--- config.mk ---
export PLATFORM = sky130hd
export DESIGN_NAME = omsp_dbg_uart_link
export DESIGN_NICKNAME = d
export VERILOG_FILES = /design/src/rtl/omsp_dbg_uart_link.sv
export SDC_FILE = /design/constraint.sdc
export NUM_CORES = 1
export LEC_CHECK = 0
export CAP_MARGIN = 20
export CORE_MARGIN = 4
export CORE_UTILIZATION = 39
export CTS_CLUSTER_SIZE = 8
export DETAILED_ROUTE_END_ITERATION = 8
export DONT_BUFFER_PORTS = 1
export PLACE_DENSITY = 0.51
export SLEW_MARGIN = 30
export SYNTH_ARGS = -nofsm -noshare
export SYNTH_HDL_FRONTEND = slang
export SYNTH_SLANG_ARGS = --single-unit
--- constraint.sdc ---
create_clock -name dbg_clk -period 1.9 [get_ports dbg_clk]
set_clock_uncertainty 0.05 [all_clocks]
set_input_delay 0.19 -clock dbg_clk [delete_from_list [all_inputs] [get_ports dbg_clk]]
set_output_delay 0.19 -clock dbg_clk [all_outputs]
set_load 0.05 [all_outputs]
--- src/rtl/omsp_dbg_uart_link.sv ---
// Debug-UART link layer: bit-level receiver plus sync/command/data frame FSM.
// Define DBG_UART_PARITY_EN to add an even-parity bit between data bit 7 and stop.
module omsp_dbg_uart_link #(
    parameter int         DIV_W     = 16,
    parameter int         ADDR_W    = 6,
    parameter logic [7:0] SYNC_BYTE = 8'h80
) (
    input  logic              dbg_clk,
    input  logic              dbg_rst,
    input  logic              dbg_uart_rxd,
    input  logic [DIV_W-1:0]  baud_div,
    input  logic              mem_burst,
    output logic [ADDR_W-1:0] dbg_addr,
    output logic [15:0]       dbg_din,
    output logic              dbg_wr,
    output logic              cmd_valid,
    output logic              rx_err,
    output logic              rx_busy,
    output logic [2:0]        uart_state
);
`ifdef DBG_UART_PARITY_EN
    localparam logic [3:0] STOP_K = 4'd10;
`else
    localparam logic [3:0] STOP_K = 4'd9;
`endif
    localparam logic [2:0] RX_SYNC  = 3'd0;
    localparam logic [2:0] RX_CMD   = 3'd1;
    localparam logic [2:0] RX_DATA1 = 3'd2;
    localparam logic [2:0] RX_DATA2 = 3'd3;

    typedef enum logic [1:0] {RXB_IDLE, RXB_BUSY, RXB_WAIT_HI} rxb_state_t;

    rxb_state_t       rxb_state, rxb_next;
    logic [DIV_W-1:0] div_q, cnt;
    logic [3:0]       bit_idx;
    logic [7:0]       shreg;
    logic             par_bad;
    logic             start_det, tick, stop_tick, byte_ok, byte_err;

    assign start_det = (rxb_state == RXB_IDLE) && !dbg_uart_rxd;
    assign tick      = (rxb_state == RXB_BUSY) && (cnt == '0);
    assign stop_tick = tick && (bit_idx == STOP_K);
    assign byte_ok   = stop_tick && dbg_uart_rxd && !par_bad;
    assign byte_err  = stop_tick && !(dbg_uart_rxd && !par_bad);
    assign rx_busy   = (rxb_state == RXB_BUSY);

    always_ff @(posedge dbg_clk) begin
        if (dbg_rst) rxb_state <= RXB_IDLE;
        else         rxb_state <= rxb_next;
    end

    always_comb begin
        rxb_next = rxb_state;
        case (rxb_state)
            RXB_IDLE:    if (start_det) rxb_next = RXB_BUSY;
            RXB_BUSY: begin
                if (tick && bit_idx == 4'd0 && dbg_uart_rxd) rxb_next = RXB_IDLE;
                else if (stop_tick) rxb_next = dbg_uart_rxd ? RXB_IDLE : RXB_WAIT_HI;
            end
            RXB_WAIT_HI: if (dbg_uart_rxd) rxb_next = RXB_IDLE;
            default:     rxb_next = RXB_IDLE;
        endcase
    end

    always_ff @(posedge dbg_clk) begin
        if (dbg_rst) begin
            div_q   <= '0;
            cnt     <= '0;
            bit_idx <= '0;
            shreg   <= '0;
        end else if (start_det) begin
            div_q   <= baud_div;
            // t0 itself is the first cycle of the half-bit wait
            cnt     <= (baud_div >> 1) - DIV_W'(1);
            bit_idx <= '0;
        end else if (rxb_state == RXB_BUSY) begin
            if (cnt == '0) begin
                cnt     <= div_q;
                bit_idx <= bit_idx + 4'd1;
                if (bit_idx >= 4'd1 && bit_idx <= 4'd8) shreg <= {dbg_uart_rxd, shreg[7:1]};
            end else begin
                cnt <= cnt - DIV_W'(1);
            end
        end
    end

`ifdef DBG_UART_PARITY_EN
    // Held until the stop sample so parity and framing failures share one rx_err
    always_ff @(posedge dbg_clk) begin
        if (dbg_rst || start_det)       par_bad <= 1'b0;
        else if (tick && bit_idx == 4'd9) par_bad <= ^{shreg, dbg_uart_rxd};
    end
`else
    assign par_bad = 1'b0;
`endif

    logic [2:0]        state_q, state_d;
    logic              mode_q, mode_d;
    logic [7:0]        low_q, low_d;
    logic [ADDR_W-1:0] addr_d;
    logic [15:0]       din_d;
    logic              wr_d, cv_d;

    always_ff @(posedge dbg_clk) begin
        if (dbg_rst) begin
            state_q   <= RX_SYNC;
            mode_q    <= 1'b0;
            low_q     <= '0;
            dbg_addr  <= '0;
            dbg_din   <= '0;
            dbg_wr    <= 1'b0;
            cmd_valid <= 1'b0;
            rx_err    <= 1'b0;
        end else begin
            state_q   <= state_d;
            mode_q    <= mode_d;
            low_q     <= low_d;
            dbg_addr  <= addr_d;
            dbg_din   <= din_d;
            dbg_wr    <= wr_d;
            cmd_valid <= cv_d;
            rx_err    <= byte_err;
        end
    end

    always_comb begin
        state_d = state_q;
        case (state_q)
            RX_SYNC:  if (byte_ok && shreg == SYNC_BYTE) state_d = RX_CMD;
            RX_CMD:   if (byte_ok && shreg[7]) state_d = RX_DATA1;
            RX_DATA1: if (byte_ok) state_d = !mode_q ? RX_DATA2 : (mem_burst ? RX_DATA1 : RX_CMD);
            RX_DATA2: if (byte_ok) state_d = mem_burst ? RX_DATA1 : RX_CMD;
            default:  state_d = RX_SYNC;
        endcase
        if (byte_err) state_d = RX_SYNC;
    end

    always_comb begin
        mode_d = mode_q;
        low_d  = low_q;
        addr_d = dbg_addr;
        din_d  = dbg_din;
        wr_d   = 1'b0;
        cv_d   = 1'b0;
        if (byte_ok) begin
            case (state_q)
                RX_CMD: begin
                    addr_d = shreg[ADDR_W-1:0];
                    mode_d = shreg[6];
                    cv_d   = !shreg[7];
                end
                RX_DATA1: begin
                    if (mode_q) begin
                        din_d = {8'h00, shreg};
                        wr_d  = 1'b1;
                    end else begin
                        low_d = shreg;
                    end
                end
                RX_DATA2: begin
                    din_d = {shreg, low_q};
                    wr_d  = 1'b1;
                end
                default: ;
            endcase
        end
    end

    assign uart_state = state_q;
endmodule
After elaboration in Yosys (flattened, before gate mapping):

Cells that the tools add are included.

* register bits: 83
* bits of input ports: 20
* output and inout port bits: 29
* word-level logic and storage cells: 86

* $add $sub $neg: 3
* order comparisons: 2
* eq/ne operators: 15
* mux-type cells: 20
* bitwise logic cells: 4
* reductions and logical operators: 29

Operators by type and width (number)
* $mux 16: 4
* $pmux 16 s2: 1
* $logic_not 16->1: 1
* $sub 15x1->16 const B: 1
* $sub 16x1->16 const B: 1
* $mux 3: 5
* $ne 2x2->1 const B: 7
* $mux 2: 6
* $pmux 3 s4: 1
* $logic_and 1x1->1: 10
* $reduce_and 3->1: 3
* $eq 8x8->1 const B: 1
* $reduce_and 4->1: 2
* $eq 3x2->1 const B: 2
* $pmux 2 s3: 1
* $reduce_or 2->1: 3
* $add 4x1->4 const B: 1
* $eq 4x4->1 const B: 1
* $ge 4x1->1 const B: 1
* $le 4x4->1 const B: 1
* $logic_not 4->1: 1
* $not 1->1: 4
* $reduce_and 2->1: 2
* $reduce_bool 2->1: 2
* other kinds (10): 11

Depth between registers and ports, before layout:

Gate-level depths: netlist of the first run.

* depth after elaboration: 7
* gate-level depth with buffers: 8
* mapped depth without buffers: 7

Worst setup path after synthesis of the first run:

Ideal clock, no wire load.

* kind: register -> register
* from: register state_q[1], in the netlist uart_state[1]
* to: register dbg_din[6]
* library setup time: 0.128 ns
* arrival time: 2.129 ns
* setup slack: -0.407 ns
* cell stages (with the launch flop): 8
* buffers on the path: 3
* period minus slack after synthesis: 2.307 ns
* path through: dfxtp_1 -> clkbuf_1 -> and2_1 -> clkbuf_1 -> clkbuf_1 -> mux2_2 -> mux2i_1 -> nor2_1

* longest elaborated chain between the ends: 3
* elaborated cells on any way between the ends: 6
* classes of those cells: eq/ne: 3; mux: 1; reduce/logical: 2

Ends and longest elaborated chain
* start: declaration: RTL line 97 `logic [2:0] state_q, state_d;`
* start signal: assignment: RTL line 115 `state_q <= state_d;`
* $eq 3x2->1: RTL line 146 `case (state_q)`
* $ne 2x2->1 (no line) or $reduce_bool 2->1 (tied branches)
* $reduce_and 3->1 (no line)
* end signal: assignment: RTL line 119 `dbg_din <= din_d;`
* end: declaration: RTL line 14 `output logic [15:0] dbg_din,`

Several ways; a longest one is shown, not always the timed one.
A chain may end at the register's enable or synchronous reset.

Final worst setup path of the first run:

* from: register cnt[1]
* to: register low_q[6]

* longest elaborated chain between the ends: 5

Ends and longest elaborated chain
* start: declaration: RTL line 34 `logic [DIV_W-1:0] div_q, cnt;`
* start signal: assignment: RTL line 74 `cnt <= (baud_div >> 1) - DIV_W'(1);`
* start signal: assignment: RTL line 78 `cnt <= div_q;`
* start signal: assignment: RTL line 82 `cnt <= cnt - DIV_W'(1);`
* $logic_not 16->1: RTL line 41 `assign tick = (rxb_state == RXB_BUSY) && (cnt == '0);`
* $logic_and 1x1->1: RTL line 41
* $logic_and 1x1->1: RTL line 42 `assign stop_tick = tick && (bit_idx == STOP_K);`
* $logic_and 1x1->1: RTL line 43 `assign byte_ok = stop_tick && dbg_uart_rxd && !par_bad;`
* $reduce_and 3->1 (no line)
* end signal: assignment: RTL line 117 `low_q <= low_d;`
* end: declaration: RTL line 99 `logic [7:0] low_q, low_d;`

No other way between the ends.

==> results of run 1 <==
## how the worst max path moves through the flow
stage                 endpoint  slack, ps  depth (start not counted)
floorplan           dbg_din[7]         -2                          8
global placement       cnt[13]        -50                          7
detailed placement    low_q[6]        -90                          7
CTS                   low_q[6]        -50                          7
global route          low_q[7]       -190                          7
finish                low_q[6]        -90                          7
## synthesized netlist by cell type (6+ instances only)
cell type  count
ha_1           7
a21oi_1       41
inv_1          7
o21ai_0       13
dfxtp_1       82
nand3_1       18
nor3_1        18
mux2_2         9
nand2b_1      13
nand2_1       47
xor2_1         7
o221ai_1       7
xnor2_1       11
mux2i_1       33
o21ai_1        7
nor2_1        64
nand4_1        6
clkbuf_1      22
buf_2          6
## metrics by stage
| step | utilization (%) | instance area [sq um] |
|---|---|---|
| 6_report | 54.46 | 5903 |
| 5_1_grt | 54.46 | 5903 |
| 4_1_cts | 50.77 | 5504 |
| 3_5_place_dp | 45.12 | 4891 |
| 3_3_place_gp | 45.12 | 4891 |
| 2_1_floorplan | - | 4367 |
## cell families (layout without fill, tap and decap cells)
family	Yosys count	count (layout)	synth area share, %
compound gates	103	103	15.00
buf+inv	43	133	4.605
xor+xnor	18	18	3.649
simple gates	215	215	26.64
fa+ha+maj	7	7	2.027
mux	42	42	9.991
flops	82	82	38.00
other cells	1	1	0.08680
## per-layer routing
metal  vias up  global-route usage [%]
met5         -                       0
met4         0                   6.010
met3        17                   5.775
met2       121                   28.91
met1      1941                   29.47
li1       2000                       -
## registers in the layout, summed over array words and instances, names as in the netlist
register    flops
cnt            16
dbg_din        16
div_q          16
low_q           8
shreg           8
dbg_addr        6
bit_idx         4
rxb_state       2
uart_state      2
cmd_valid       1
dbg_wr          1
mode_q          1
rx_err          1
## worst max-delay path, delay by kind of cell (launching register included)
kind	cells	cell delay [ps]
simple gates	4	1080
flops	1	330
mux	1	220
fa+ha+maj	1	130
buf+inv	1	80
## layout make-up
type / instances / share of cell area [%]
Multi-Input combinational cell: 386 / 48.03
Sequential cell: 82 / 28.04
Timing Repair Buffer: 109 / 16.98
Tap cell: 140 / 2.967
Clock buffer: 12 / 2.628
Clock inverter: 4 / 0.8478
Inverter: 8 / 0.5087
## power groups by stage
stage          Clock (mW)  Sequential, mW  Combinational (mW)
3_5_place_dp            0            1.91               0.939
4_1_cts              1.37            1.88                1.03
3_3_place_gp            0            1.91               0.935
2_1_floorplan           0            1.89               0.601
5_1_grt              1.44            1.90                1.38
6_report             1.33            1.89                1.29
## repair_timing
action / in CTS / in global routing
cloned: 3 / 5
pin swaps: 3 / 32
resized for setup: 18 / 83
setup endpoints to repair: 36 / 80
buffers inserted: 7 / 23
endpoints found under the hold margin: 74 / 65
==> qor.csv, run 1 <==
metric,value,unit
CP cell instances,inv_2 -> ha_4 -> nor4b_4 -> nand4b_4 -> or4_4 -> mux2i_2 -> nor2_1,
Hold Crit Depth,1,
First DRT Iteration DRCs,270,
violated checks,"negative hold slack, negative setup slack",
overall power,4.500,mW
highest metal used,met4,
multi-input logic area,2835,sq um
r2r endpoint,low_q[6],
"commonest cells after routing, fill and taps aside","buf_4 (79), dfxtp_1 (73), nor2_1 (62)",
Met2 Routed Length,5.892,mm
CP max stage cell,or4_4,
initial antenna violation count,0,
first-pass GRT wire length,20.36,mm
post-synth design cell area,4320,sq um
Cell Pwr Density,762.3,nW/um^2
NumNets Final,623,
DPL Wire Length,8.455,mm
min Tclk post-route,1987,ps
switch share,30.69,%
largest net degree at the start of global routing,76,
Routed WL,13.82,mm
mean routed wirelength per cell,18.65,um
syn_nets,538,
"Async S/R FF share, synth",0,%
Final GP Congestion,0.8851,
min-delay worst type,input port to flop,
YS warnings,0,
setup TNS,-671.0,ps
# diodes,0,
Die Y-Extent,113.3,um
TritonCTS buffer count,9,
# fillers,1018,
routed wire length on met3,967,um
Crit Path Category,flop to flop,
CP peak stage delay,560,ps
"most common cell after layout, fill and taps aside",buf_4,
Gate Count Post-Synth,511,
Gate power share,28.6,%
final hold vios,65,
M1 wire length,6.735,mm
Clk pwr share,29.5,%
Leak,2.386,nW
Hold Slack,-175.2,ps
starting density of the core,39.85,%
Skew-Pair Late Insertion Delay,370,ps
Post-synth EDFFs,0,
CTS tree,done,
vias,4079,
storage element area,1655,sq um
critical path required time,2120,ps
Sequential Power Share,41.9,%
Max clock buf depth,2,
core area,10840,sq um
Reg2Reg Launch Point,cnt[1],
R2R depth,7,
area grow syn2layout,36.63,%
pre-CTS WS,-90.22,ps
sequential element share of the synthesized area,38.00,%
Worst Hold End,div_q[9],
endpoint class of the critical path,flop,
Cell Int Power,3.119,mW
cell total after placement,681,
period utilization,104.6,%
crit path DAT,2200,ps
Initial DRT Pass Iterations,4,
synthesized area per cell,8.455,sq um
Rows,38,
Die W,113.3,um
cell taking the most area after synthesis,dfxtp_1,
level count of the clock H-tree,3,
"Slew Viols, Final",0,
r2r setup slk,-90,ps
Congestion Overflow GR,0,
Hold Buf Count CTS,22,
Netlist cell types,66,
Setup Viol. Count Final,22,
clock slew at reported path FFs,90,ps
RSZ-0062 raised after global routing,yes,
Yosys reg bits,82,
Synth Flop Type,dfxtp_1,
fmax,503.4,MHz
non-filler instance count after layout,741,
max-cap viol count,0,
hold path start,dbg_rst,
Clock Root Buffer,clkbuf_8,
peak supply drop,547.3,uV
Least-Margin Pin Slew,645.0,ps
vias per cell,5.505,
IO Port Bufs,0,
Slew headroom,56.39,%
Sink Count,82,
Critical Path Start,cnt[1],
share of cells above drive strength 1,35.77,%
number of global-route vias before repair,3734,
I/O pin count,49,
"top cells by area, synth","dfxtp_1 (38%), mux2i_1 (7.6%), nor2_1 (5.6%)",
full die area,12830,sq um
post-synth top area share,38.00,%
post-route ant nets,0,
Worst setup SP type,flop,
Psw,1.381,mW
# DRC,0,
Setup WS post-layout,-86.55,ps
outcome,"finished, violations left",
worst-path maximum fanout,8,
total global-route track usage,20.24,%
(Power assumes the default switching activity.)
==> run 2: changes to the inputs <==
Settings changed: ABC_AREA set to 1, CTS_CLUSTER_SIZE 8 to 10, RECOVER_POWER set to 50.
==> qor.csv, run 2 <==
metric,value,unit,change
outcome,"finished, final reports clean",,
area grow syn2layout,23.97,%,
Largest regs,"cnt x16, dbg_din x16, div_q x16",,
Initial DRT Pass Iterations,5,,+1
"top cells by area, synth","dfxtp_1 (37%), nand2_1 (13%), nor2_1 (9.9%)",,
syn_nets,723,,+34%
fmax,531.2,MHz,+5.5%
Netlist cell types,36,,-45%
Gate power share,20.9,%,-7.7 points
post-synth design cell area,4442,sq um,+2.8%
min Tclk post-route,1882,ps,-104.1 ps
Congestion Overflow GR,0,,unchanged
Synth Flop Type,dfxtp_1,,
cell taking the most area after synthesis,dfxtp_1,,
most frequent cells after synthesis,"nand2_1 (157), nor2_1 (117), inv_1 (94)",,
Psw,1.453,mW,+5.2%
critical path required time,2130,ps,about the same
non-filler instance count after layout,887,,+20%
cell total after placement,844,,+24%
Cell Pwr Density,852.4,nW/um^2,+12%
clock slew at reported path FFs,70,ps,-20 ps
Die W,114.7,um,+1.3%
setup TNS,0,ps,+671.0 ps
Max clock buf depth,2,,unchanged
Sink Count,82,,unchanged
Yosys reg bits,82,,unchanged
I/O pin count,49,,unchanged
CTS tree,done,,
most common cell in the netlist,nand2_1,,
Clock Root Buffer,clkbuf_16,,
Setup WS post-layout,17.58,ps,+104.1 ps
share of cells above drive strength 1,14.59,%,-21 points
synthesized area per cell,6.382,sq um,-25%
Area after DPL,4781,sq um,-2.3%
level count of the clock H-tree,3,,unchanged
Routed WL,13.19,mm,-4.6%
Hold Slack,19.96,ps,+195.1 ps
NumNets Final,769,,+23%
vias,4399,,+7.8%
post-route ant nets,0,,unchanged
peak supply drop,526.1,uV,-3.9%
total global-route track usage,20.66,%,+0.43 points
Slew headroom,49.48,%,-6.9 points
Rows,38,,unchanged
Cell Int Power,3.241,mW,+3.9%
TritonCTS buffer count,9,,unchanged
final hold vios,0,,-100%
crit path DAT,2120,ps,-80 ps
# diodes,0,,unchanged
YS warnings,0,,unchanged
# DRC,0,,unchanged
"Slew Viols, Final",0,,unchanged
Final GP Congestion,0.8721,,-1.5%
starting density of the core,40.44,%,+0.59 points
"most common cell after layout, fill and taps aside",nand2_1,,
post-synth top area share,36.96,%,-1.0 points
IO Port Bufs,0,,unchanged
core area,10980,sq um,+1.3%
Final Instance Area,5507,sq um,-6.7%
Least-Margin Pin Slew,756.9,ps,+111.9 ps
"Async S/R FF share, synth",0,%,unchanged
worst-path maximum fanout,12,,+4
full die area,13160,sq um,+2.6%
Clk pwr share,39.4,%,+9.9 points
fin util,50.14,%,-4.3 points
pre-CTS WS,-61.70,ps,+28.52 ps
sequential element share of the synthesized area,36.96,%,-1.0 points
period utilization,99.07,%,-5.5 points
RSZ-0062 raised after global routing,yes,,
Die Y-Extent,114.7,um,+1.3%
Gate Count Post-Synth,696,,+36%
first-pass GRT wire length,21.27,mm,+4.5%
Worst setup SP type,flop,,
min-delay worst type,input port to flop,,
vias per cell,4.959,,-9.9%
switch share,30.95,%,+0.26 points
Setup Viol. Count Final,0,,-100%
Sequential Power Share,39.7,%,-2.2 points
endpoint class of the critical path,flop,,
initial antenna violation count,0,,unchanged
Leak,2.549,nW,+6.9%
overall power,4.694,mW,+4.3%
Post-synth EDFFs,0,,unchanged
Crit Path Category,flop to flop,,
First DRT Iteration DRCs,341,,+26%
Skew-Pair Late Insertion Delay,350,ps,-20 ps
largest net degree at the start of global routing,42,,-45%
DPL Wire Length,9.114,mm,+7.8%
mean routed wirelength per cell,14.87,um,-20%
number of global-route vias before repair,4156,,+11%
"commonest cells after routing, fill and taps aside","nand2_1 (147), nor2_1 (103), inv_1 (91)",,
max-cap viol count,0,,unchanged
## run 2: critical path: stages, from the launching register on
cell,delay (ps)
dfxtp_2,320
inv_2,70
ha_4,140
inv_2,40
nor2_4,90
nand2_2,60
nor2_4,140
nand3_4,110
nor3_4,240
buf_12,200
nand2_8,110
nand2_1,100
nand2_1,50
nor2_1,90
## run 2: path summary, 6_finish.rpt
path / startpoint / end / slack [ps] / cells after the start
worst max register to register: cnt[1] / dbg_din[2] / 20 / 13
worst min register to register: div_q[2] / div_q[2] / 410 / 2
worst min-delay path: dbg_uart_rxd / uart_state[0] / 20 / 4
worst max-delay path: cnt[1] / dbg_din[2] / 20 / 13
## run 2: cell type report
type | count | area [sq um]
Fill cell | 1143 | 5477
Clock inverter | 6 | 73.82
Inverter | 96 | 360.3
Tap cell | 140 | 175.2
Clock buffer | 10 | 239.0
Multi-Input combinational cell | 497 | 2527
Sequential cell | 82 | 1644
Timing Repair Buffer | 56 | 486.7
## run 2: layer usage
metal	wire length, um	global-route usage (%)	part of all wire [%]	up-vias
met2	5319	28.64	40	119
met1	6861	31.40	52	1962
li1	-	-	-	2303
met3	841	5.497	6.4	15
met5	0	0	0	-
met4	171	5.556	1.3	0
## run 2: cells by family (layout without fill, tap and decap cells)
logic type      after synthesis  after routing  synth area share (%)
other cells                   1              1               0.08443
fa+ha+maj                     7              7                 1.972
simple gates                356            359                 34.23
xor+xnor                     10             10                 1.972
buf+inv                     120            168                 10.79
flops                        82             82                 36.96
compound gates              120            120                 14.00
## run 2: power groups by stage
stage / combinational (mW) / sequential (mW) / clock, mW
after floorplan: 0.600 / 1.89 / 0
after global placement: 0.870 / 1.90 / 0
after detailed placement: 0.872 / 1.90 / 0
after CTS: 0.914 / 1.86 / 1.90
after global routing: 1.09 / 1.87 / 1.98
final: 0.980 / 1.86 / 1.85
## run 2: timing repair
| item | in CTS | in global routing |
|---|---|---|
| pin swaps | 0 | 11 |
| cloned | 0 | 3 |
| endpoints found under the setup margin | 1 | 61 |
| hold endpoints to repair | 28 | 0 |
| resized for setup | 1 | 60 |
| buffers inserted | 0 | 7 |
| hold buffers | 17 | 0 |
==> run 3: changes to the inputs <==
Settings changed: CTS_CLUSTER_DIAMETER set to 150.
==> results of run 3 <==
No change in the layout: final DEF, timing and power equal those of run 2.
